$ cat src/rtl/prio_enc_serializer.sv
// prio_enc_serializer
//   Captures an N-bit request vector and emits the index of every set bit in
//   priority order, one index per accepted valid/ready handshake. Each bit is
//   cleared once its index has been accepted.
//
// Parameters
//   N          number of request lines (2..256); index width W = $clog2(N)
//   PRIO_HIGH  1: highest set index wins; 0: lowest set index wins
//   ACCUM      1: req_i is ORed into pending while scanning; 0: sampled on load only
//
// Ports
//   clk      rising-edge clock
//   rst      synchronous active-high reset
//   req_i    request vector
//   load_i   capture req_i (honoured only when idle with ei high)
//   ei       enable; low pauses scanning and blocks load
//   idx_o    index of the current winning pending bit
//   valid_o  idx_o is valid
//   ready_i  consumer accepts idx_o when valid_o & ready_i
//   gs_o     pending is non-zero
//   busy_o   FSM is scanning
//   done_o   one-cycle pulse when the batch completes
//   eo_o     one-cycle pulse when a load captured an all-zero vector
module prio_enc_serializer #(
  parameter int unsigned N         = 16,
  parameter bit          PRIO_HIGH = 1'b1,
  parameter bit          ACCUM     = 1'b0
) (
  input  logic                 clk,
  input  logic                 rst,
  input  logic [N-1:0]         req_i,
  input  logic                 load_i,
  input  logic                 ei,
  output logic [$clog2(N)-1:0] idx_o,
  output logic                 valid_o,
  input  logic                 ready_i,
  output logic                 gs_o,
  output logic                 busy_o,
  output logic                 done_o,
  output logic                 eo_o
);

  localparam int unsigned W = $clog2(N);

  typedef enum logic [0:0] {StIdle, StScan} state_e;

  state_e         state_q, state_d;
  logic [N-1:0]   pending_q, pending_d;
  logic [N-1:0]   clr_mask;
  logic [W-1:0]   idx_q, idx_d;
  logic           valid_q, valid_d;
  logic           gs_q, gs_d;
  logic           busy_q, busy_d;
  logic           done_q, done_d;
  logic           eo_q, eo_d;
  logic           hs;

  // Priority encode; returns prev when vec is empty so the index never goes X.
  function automatic logic [W-1:0] prio_enc(input logic [N-1:0] vec, input logic [W-1:0] prev);
    logic [W-1:0] r;
    r = prev;
    if (PRIO_HIGH) begin
      for (int i = 0; i < int'(N); i++) begin
        if (vec[i]) r = W'(i);
      end
    end else begin
      for (int i = int'(N) - 1; i >= 0; i--) begin
        if (vec[i]) r = W'(i);
      end
    end
    return r;
  endfunction

  always_comb begin
    state_d   = state_q;
    pending_d = pending_q;
    clr_mask  = '0;
    done_d    = 1'b0;
    eo_d      = 1'b0;
    hs        = valid_q & ready_i;

    unique case (state_q)
      StIdle: begin
        if (load_i && ei) begin
          if (|req_i) begin
            pending_d = req_i;
            state_d   = StScan;
          end else begin
            eo_d   = 1'b1;
            done_d = 1'b1;
          end
        end
      end
      StScan: begin
        if (hs) clr_mask[idx_q] = 1'b1;
        pending_d = pending_q & ~clr_mask;
        // A merged request equal to the acked bit re-arms it as a new event.
        if (ACCUM && ei) pending_d = pending_d | req_i;
        if (pending_d == '0) begin
          state_d = StIdle;
          done_d  = 1'b1;
        end
      end
      default: state_d = StIdle;
    endcase

    idx_d   = prio_enc(pending_d, idx_q);
    gs_d    = |pending_d;
    busy_d  = (state_d == StScan);
    valid_d = ei & gs_d & busy_d;
  end

  always_ff @(posedge clk) begin
    if (rst) begin
      state_q   <= StIdle;
      pending_q <= '0;
      idx_q     <= '0;
      valid_q   <= 1'b0;
      gs_q      <= 1'b0;
      busy_q    <= 1'b0;
      done_q    <= 1'b0;
      eo_q      <= 1'b0;
    end else begin
      state_q   <= state_d;
      pending_q <= pending_d;
      idx_q     <= idx_d;
      valid_q   <= valid_d;
      gs_q      <= gs_d;
      busy_q    <= busy_d;
      done_q    <= done_d;
      eo_q      <= eo_d;
    end
  end

  assign idx_o   = idx_q;
  assign valid_o = valid_q;
  assign gs_o    = gs_q;
  assign busy_o  = busy_q;
  assign done_o  = done_q;
  assign eo_o    = eo_q;

endmodule

$ cat config.mk
export PLATFORM = sky130hd
export DESIGN_NAME = prio_enc_serializer
export DESIGN_NICKNAME = d
export VERILOG_FILES = /design/src/rtl/prio_enc_serializer.sv
export SDC_FILE = /design/constraint.sdc
export NUM_CORES = 1
export LEC_CHECK = 0
export ABC_AREA = 1
export CORE_MARGIN = 2
export CORE_UTILIZATION = 30
export CTS_BUF_LIST = sky130_fd_sc_hd__clkbuf_2 sky130_fd_sc_hd__clkbuf_4 sky130_fd_sc_hd__clkbuf_8
export CTS_CLUSTER_DIAMETER = 120
export CTS_CLUSTER_SIZE = 12
export DETAILED_ROUTE_END_ITERATION = 10
export DONT_BUFFER_PORTS = 1
export SYNTH_ARGS = -nofsm -noshare
export SYNTH_HDL_FRONTEND = slang
export SYNTH_SLANG_ARGS = --single-unit
$ cat constraint.sdc
create_clock -name clk -period 2.1 [get_ports clk]
set_input_delay 0.21 -clock clk [delete_from_list [all_inputs] [get_ports clk]]
set_output_delay 0.21 -clock clk [all_outputs]
set_load 0.02 [all_outputs]
==> results of run 1 <==
==> flip-flops by register name, indices dropped and copies added (netlist names) <==
register and flops:
done_o 1, busy_o 1, gs_o 1, idx_o 4, eo_o 1, pending_q 16
valid_o 1
==> cell families (layout without fill, tap and decap cells) <==
| group | after synthesis | in the layout | share of synthesized area |
|---|---|---|---|
| AO/OA/AOI/OAI | 49 | 49 | 0.179 |
| buffers and inverters | 43 | 76 | 0.123 |
| AND/OR/NAND/NOR | 127 | 127 | 0.373 |
| flip-flops | 25 | 25 | 0.325 |
==> final cells by class <==
class | count | area, sq um | area share
Clock buffer | 4 | 48.8 | 0.0245
Timing Repair Buffer | 36 | 305 | 0.153
Sequential cell | 25 | 509 | 0.255
Multi-Input combinational cell | 176 | 906 | 0.454
Tap cell | 70 | 87.6 | 0.0439
Inverter | 36 | 139 | 0.0696
==> layout by cell type (no fill, tap or decap), types with 2 or more instances in the layout <==
master         Yosys  routed
nand2_1           53      49
nor2_1            41      37
inv_1             34      30
buf_4              0      22
dfxtp_1           25      20
dlygate4sd3_1      0      14
o21ai_0           21      13
a21oi_1           11      11
o21ai_1            6      11
nand3_1           10       9
nor2_2             5       8
nand2_2            3       7
inv_2              0       4
o21ai_2            1       4
dfxtp_2            0       4
or2_2              3       3
o211ai_1           3       3
nand4_1            3       3
clkbuf_8           0       3
nor2_4             1       2
a31oi_1            2       2
==> power breakdown <==
group | switching [mW] | internal, mW | leakage, nW | total [mW]
Clock | 0.174 | 0.149 | 0.0262 | 0.324
Sequential | 0.0361 | 0.517 | 0.208 | 0.553
Combinational | 0.258 | 0.184 | 0.675 | 0.441
Total | 0.468 | 0.850 | 0.909 | 1.32
==> through the flow <==
stage	TNS [ps]	hold slack, ps
floorplan	0	296
global placement	-115	284
detailed placement	-128	285
finish	0	15.8
global route	-59.7	18.3
CTS	0	23.1
==> worst paths after layout <==
| path | to | start | slack [ps] |
|---|---|---|---|
| min | busy_o | rst | 20 |
| max reg2reg | pending_q[15] | valid_o | 120 |
| max | pending_q[15] | valid_o | 120 |
| min reg2reg | idx_o[2] | idx_o[2] | 540 |
==> what timing repair did <==
item                                    CTS  global route
resized for setup                         4            29
pin swaps                                 0             4
hold endpoints to repair                 20             0
setup buffers                             0             4
endpoints found under the setup margin    5             9
hold buffers                             14             0
==> Yosys cell counts (2+ instances only) <==
library cell and n:
a21oi_1 11, nor2_2 5, nand2_1 53, a31oi_1 2
inv_1 34, nand4_1 3, clkbuf_1 2, buf_2 2
o21ai_1 6, nand2_2 3, dfxtp_1 25, o21ai_0 21
nand3_1 10, or2_2 3, nor2_1 41, o211ai_1 3
buf_6 3
==> metal layers <==
layer,track usage,part of all wire
met3,0.0437,0.097
met1,0.248,0.44
met2,0.281,0.45
met5,0,0
met4,0.0624,0.017
==> impl_metrics.ini, run 1 <==
[logic_synthesis]
synth_edf_count = 0
netlist.top_cell.by_area = dfxtp_1
yosys_warnings = 0
synth_seq_area_share = 0.325
async_reset_ff_frac = 0
syn_area_per_cell_sq_um = 6.32
synth_cell_type_count = 34
synth_top_area_share = 0.325
netlist_area_sq_um = 1540
synth_nets = 265
synthCells = 244
yosys_register_bits = 25
ys.flop_type = dfxtp_1
synth_area_leaders = dfxtp_1 (32%), nand2_1 (13%), nor2_1 (10%), inv_1 (8.3%), o21ai_0 (6.8%)

[global_route]
first_global_vias = 1658
groute.usage.overall = 0.182
grt_antenna_before_repair = 0
grt_pass1_wl_um = 7740
grt_overflow_total = 0
grt_max_degree = 23

[routing]
drtAntennaViolNets = 0
drc = 0
firstDrtPassIters = 4
wl_um = 4770
routed-via-count = 1654
drtIter0Drc = 101
wl_per_cell_um = 13.7
via_per_inst = 4.77

[sta]
timing.final.ws_setup_ps = 119
skew_ps = 10.4
rsz0062_at_grt = true
hold_violations = 0
setup_viol = 0
slew_headroom = 0.691
drv_slew = 0
finalCritPeriodShare = 0.943
max_freq_mhz = 505
min_period_ps = 1980
tightest_slew_ps = 459

[status]
status = complete, no violations

[placement]
dpl_cell_area_sq_um = 1710
gp_congestion = 0.997
place_inst = 325
hpwl_um = 3460
dp_slack_ps = -69.8
io_buffer_count = 0

[cts]
htreeDepth = 1
cts_root_buffer = clkbuf_8
cts_tree = yes
path_clk_slew_ps = 100
clockBufferDepth = 2
cts_sinks = 25
insertion_delay_ps = 280
numCtsBuffers = 3

[finish]
fin_util = 0.396
fin_cells = 347
final_cell_area_sq_um = 2000
drive_gt1_frac = 0.242
area_delta_synth_final_pct = 29.5
nFillCells = 548
diodes = 0
nets = 299

[power_and_ir_drop]
fin_total_pwr_mw = 1.32
p_per_area_nw_per_um2 = 661
p_leak_nw = 0.909
max-vdd-ir-drop_mv = 0.431

[floorplanning]
rows = 26
dieArea_sq_um = 5730
die_h_um = 75.7
core_sq_um = 5040
start_util = 0.306
fp.dieW_um = 75.7
ios = 30

[critical_path]
cp_num_cells = 8
crit_path_frequent_cell = buf_4
worstPathRequired_ps = 2270
crit_family = buffers and inverters
arrival_ps = 2150
cp-end-kind = flop
path_max_fanout = 3
path_class = flop to flop
path_buf_inv = 4
cp_slowest_cell = dlygate4sd3_1
worstPathCellList = nand2_2 -> buf_4 -> o31ai_1 -> o21ai_0 -> inv_1 -> buf_4 -> nor2_1 -> dlygate4sd3_1
cp-start-kind = flop
slowest_delay_ps = 540
reg2reg_depth = 8

[hold_path]
holdPathStages = 1
hold_path.class = input pin to flop

[job]
max-cap-violations = 0
Power figures use the tool's default switching activity.
==> run 2, diff against run 1 <==
--- a/config.mk
+++ b/config.mk
@@ -8,11 +8,12 @@
 export ABC_AREA = 1
 export CORE_MARGIN = 2
 export CORE_UTILIZATION = 30
-export CTS_BUF_LIST = sky130_fd_sc_hd__clkbuf_2 sky130_fd_sc_hd__clkbuf_4 sky130_fd_sc_hd__clkbuf_8
+export CTS_BUF_LIST = sky130_fd_sc_hd__clkbuf_16
 export CTS_CLUSTER_DIAMETER = 120
 export CTS_CLUSTER_SIZE = 12
 export DETAILED_ROUTE_END_ITERATION = 10
 export DONT_BUFFER_PORTS = 1
+export HOLD_SLACK_MARGIN = 0.1
 export SYNTH_ARGS = -nofsm -noshare
 export SYNTH_HDL_FRONTEND = slang
 export SYNTH_SLANG_ARGS = --single-unit
==> run 2 against run 1 <==
Effect of this change:
- count of clock-buffer cells in the layout down 1
- final cell count up 0.29%
- total power up 9.2%
- flip-flop and latch count unchanged
- global-route usage unchanged
- clock power up 35%
- non-clock buffer count up 1
- highest routed layer unchanged
==> impl_metrics.ini, run 2 (synthesized netlist as in run 1, its figures left out) <==
[status]
status = complete, no violations

[finish]
mostFrequentLayoutCells = nand2_1 (48), nor2_1 (36), inv_1 (31)
largest_reg_flops = 16
area_delta_synth_final_pct = 32.1
regMostFlops = pending_q
drive_gt1_frac = 0.266
diodes = 0
nets = 300
layout_commonest_cell = nand2_1

[cts]
path_clk_slew_ps = 70
insertion_delay_ps = 270
clockBufferDepth = 2
cts_root_buffer = clkbuf_16
htreeDepth = 1
cts_sinks = 25
cts_tree = yes
numCtsBuffers = 3

[global_route]
first_global_vias = 1635
grt_overflow_total = 0
grt_pass1_wl_um = 7730
groute.usage.overall = 0.182
grt_max_degree = 23
grt_antenna_before_repair = 0

[sta]
holdWs_ps = 114
max_freq_mhz = 505
tightest_slew_ps = 645
skew_ps = 3.72
rsz0062_at_grt = true
drv_slew = 0
finalCritPeriodShare = 0.942
min_period_ps = 1980
tns_ps = 0
hold_violations = 0
timing.final.ws_setup_ps = 122
slew_headroom = 0.569
setup_viol = 0

[job]
max-cap-violations = 0

[floorplanning]
dieArea_sq_um = 5730
ios = 30
rows = 26
fp.dieW_um = 75.7
start_util = 0.306
die_h_um = 75.7
core_sq_um = 5040

[routing]
drtAntennaViolNets = 0
drtIter0Drc = 137
drc = 0
via_per_inst = 4.76
routed-via-count = 1658
wl_um = 4840
firstDrtPassIters = 4
wl_per_cell_um = 13.9

[hold_path]
hold_path.class = input pin to flop

[critical_path]
worstPathRequired_ps = 2260
cp-start-kind = flop
cp_slowest_cell = dlygate4sd3_1
slowest_delay_ps = 540
arrival_ps = 2140
cp-end-kind = flop
worstPathCellList = nand2_2 -> buf_4 -> o31ai_1 -> o21ai_0 -> inv_1 -> buf_4 -> nor2_1 -> dlygate4sd3_1
crit_path_frequent_cell = buf_4
path_class = flop to flop
path_max_fanout = 3

[power_and_ir_drop]
p_leak_nw = 0.923
p_per_area_nw_per_um2 = 707
fin_total_pwr_mw = 1.44
max-vdd-ir-drop_mv = 0.294

[placement]
io_buffer_count = 0
hpwl_um = 3460
gp_congestion = 0.997
dp_slack_ps = -69.8
run 2: final timing paths:
path	start	to	slack [ps]	cells past startpoint
setup / recovery	valid_o	pending_q[15]	120	8
hold / removal	rst	idx_o[0]	110	3
setup reg to reg	valid_o	pending_q[15]	120	8
hold reg to reg	idx_o[2]	idx_o[2]	540	2
run 2: layer usage:
layer / part of all wire / up-vias / GRT usage
met4: 0.014 / 0 / 0.0624
met3: 0.079 / 5 / 0.0357
li1: - / 847 / -
met2: 0.46 / 55 / 0.286
met5: 0 / - / 0
met1: 0.45 / 751 / 0.249
run 2: where the power goes:
group	leakage [nW]	switching [mW]	internal, mW	total [mW]
combinational	0.674	0.263	0.184	0.447
clock	0.0423	0.181	0.256	0.437
sequential	0.208	0.0383	0.518	0.556
run 2: repair_timing:
action                                  CTS  global route
hold buffers                             10             0
endpoints found under the setup margin    4            10
hold endpoints to repair                 23             0
buffers inserted                          0             9
resized for setup                         4            34
pin swaps                                 0             5
run 2: stage by stage:
step / std cells / utilization / instance area, sq um
global route: 348 / 0.404 / 2040
detailed placement: 325 / 0.340 / 1710
floorplan: 244 / - / 1540
global placement: 325 / 0.340 / 1710
finish: 348 / 0.404 / 2040
CTS: 339 / 0.377 / 1900
run 2: critical path, delay by kind of cell, from the launching register on:
| kind | cells | cell delay (ps) |
|---|---|---|
| simple gates | 2 | 130 |
| compound gates | 2 | 490 |
| buf+inv | 4 | 910 |
| flops | 1 | 330 |
run 2: cell type report:
cell class	count	area (sq um)
inverter	36	139
fill	541	3010
sequential	25	509
timing repair buffer	37	303
tap	70	87.6
clock buffer	3	75.1
multi-input combinational	176	920
clock inverter	1	3.75
==> patch (config.mk and constraints of run 2) <==
Change the parameter `PRIO_HIGH` from 1'b1 to 1'b0.
--- a/src/rtl/prio_enc_serializer.sv
+++ b/src/rtl/prio_enc_serializer.sv
@@ -25,3 +25,3 @@
   parameter int unsigned N         = 16,
-  parameter bit          PRIO_HIGH = 1'b1,
+  parameter bit          PRIO_HIGH = 1'b0,
   parameter bit          ACCUM     = 1'b0
Check against the original RTL: not equivalent (Yosys sat finds a counterexample within 4 cycles, from zero or initial values and one cycle with rst high).
==> patch against run 2 <==
Cell count decreased by 5.2%. Count of clock-buffer cells in the layout stayed put. Sequential cell count did not move. Routed wire length fell by 9.8%. Synthesized area rose by 2.4%. Fmax increased by 3.3%. Final area is 8.8% lower. Sequential power shrank 2%. Worst setup slack better by 0.063 ns. Non-clock buffer count fell by 19. Total power shrank 6.7%. Critical path type unchanged. Critical endpoint is now valid_o.
==> patch: results (changes against run 2) <==
stage	metric	value	unit	change
global_routing	grt_pass1_vias	1563		-4.4%
sta	worst_pin_slew	0.796	ns	+0.151 ns
detailed_routing	first_iter_violations	112		-18%
critical_path	r2r-end	valid_o		
detailed_routing	vias_per_cell	4.69		-1.5%
pwr	leakage	0.837	nW	-9.3%
hold_path	holdPathEnd	done_o		
placement	port_buffers	0		unchanged
global_routing	met3_usage	4.74	%	+1.2 points
sta	holdWs	0.109	ns	-0.00437 ns
synth	synth-seq-area-share	31.7	%	-0.77 points
global_routing	grt_max_degree	21		-8.7%
placement	placedInstanceArea	0.00172	mm2	+0.29%
detailed_routing	avgRoutedWirePerCell	13.2	um	-4.9%
global_routing	grt_pass1_wl	7120	um	-7.9%
hold_path	worstHoldStart	rst		
synth	synth_cell_types	34		unchanged
critical_path	reg2reg_slack	0.18	ns	+0.06 ns
clock_tree	clock-root-buffer	clkbuf_16		
global_routing	gr-usage-met2	26.5	%	-2.1 points
clock_tree	clock_path_buffers	2		unchanged
layout	largest_register_ffs	16		unchanged
hold_path	timing.hold.worst_path_depth	2		-1
clock_tree	clock_latency	0.26	ns	
synth	synth.area.top_cells	dfxtp_1, nand2_1, nor2_1		
synth	synthArstFlopShare	0	%	unchanged
global_routing	antenna_found_initial	0		unchanged
placement	place.gp.congestion	0.877		-12%
placement	hpwl	3440	um	-0.47%
synth	netlist_top_cells_count	nand2_1, nor2_1, inv_1		
detailed_routing	num_vias	1549		-6.6%
critical_path	worstPathMaxFanout	5		+2
hold_path	hold_path.class	in -> reg		
global_routing	grt_usage	15.5	%	-2.7 points
critical_path	r2r_cells	8		unchanged
pwr	irDropWorstVdd	0.262	mV	-11%
clock_tree	cts_setup_buffers	0		unchanged
layout	area_delta_synth_final	17.6	%	
critical_path	arrival	2.07	ns	-0.07 ns
global_routing	met1_usage	18.9	%	-6.0 points
global_routing	grt_overflow	0		unchanged
layout	largest-register	pending_q		
layout	fin_nets	282		-6.0%
layout	drive_gt1_share	21.9	%	-4.7 points
detailed_routing	drt_first_pass_iters	4		unchanged
synth	syn_nets	267		+0.75%
placement	dp.cells	324		-0.31%
clock_tree	clk_pin_slew	0.06	ns	
sta	skew	0.00342	ns	-0.000297 ns
clock_tree	cts_buffers	3		unchanged
layout	n_antenna_cell	0		unchanged
layout	fill_cells	558		+3.1%
synth	synth_cells	246		+0.82%
outcome	status	completed		
synth	ys_warn_count	0		unchanged
critical_path	timing.rr.start	idx_o[1]		
-- patch: logic make-up after synthesis --
kind of cell / count (synthesis) / share of synthesized area [%]
and+or+nand+nor: 123 / 35.3
buffers and inverters: 47 / 13.6
AOI/OAI and AO/OA: 51 / 19.4
DFF: 25 / 31.7
-- patch: final cells by class --
| class | instances | area share [%] |
|---|---|---|
| multi-input cells | 174 | 48.1 |
| flip-flops and latches | 25 | 27.5 |
| inverters | 39 | 7.88 |
| repair buffers | 18 | 7.55 |
| well taps | 70 | 4.72 |
| clock buffers | 3 | 4.04 |
| clock inverters | 1 | 0.202 |
-- patch: per-layer routing --
metal  up-vias  routed length (um)  part of all wire, %
met1       695                2000                   46
met4         0                  41                 0.94
met3         4                 272                  6.2
met5         -                   0                    0
li1        811                   -                    -
met2        39                2050                   47
-- patch: how the worst max path moves through the flow --
| stage | from | end | slack, ns |
|---|---|---|---|
| detailed placement | req_i[11] | idx_o[0] | -0.02 |
| CTS | idx_o[0] | idx_o[0] | 0.02 |
| finish | idx_o[1] | valid_o | 0.18 |
| global route | idx_o[0] | idx_o[0] | -0.03 |
| global placement | idx_o[0] | idx_o[0] | -0.007 |
| floorplan | idx_o[0] | idx_o[0] | 0.22 |
-- patch: where the power goes --
| part | internal, mW | total [mW] | leakage, nW | switching [mW] |
|---|---|---|---|---|
| combinational | 0.138 | 0.378 | 0.587 | 0.240 |
| clock | 0.255 | 0.419 | 0.0423 | 0.164 |
| sequential | 0.515 | 0.547 | 0.208 | 0.0321 |
| total | 0.907 | 1.34 | 0.837 | 0.436 |
-- patch: what timing repair did --
| item | CTS | global route |
|---|---|---|
| endpoints found under the setup margin | 1 | 7 |
| hold buffers | 2 | 0 |
| gates resized for setup | 1 | 19 |
| endpoints found under the hold margin | 21 | 0 |
-- patch: worst max-delay path, cell delays in order, from the launching register on --
cell and delay, ns:
dfxtp_4 0.37, nand2_1 0.10, nor2_1 0.20, a21oi_1 0.12, or3_1 0.42, nor4b_2 0.22
buf_4 0.16, a211oi_1 0.04, and2_1 0.18
-- patch: metrics by stage --
step	setup slack [ns]	total power, mW
floorplan	0.221	0.816
global placement	-0.00676	0.905
detailed placement	-0.0190	0.907
CTS	0.0249	1.34
global route	-0.0252	1.43
finish	0.185	1.34
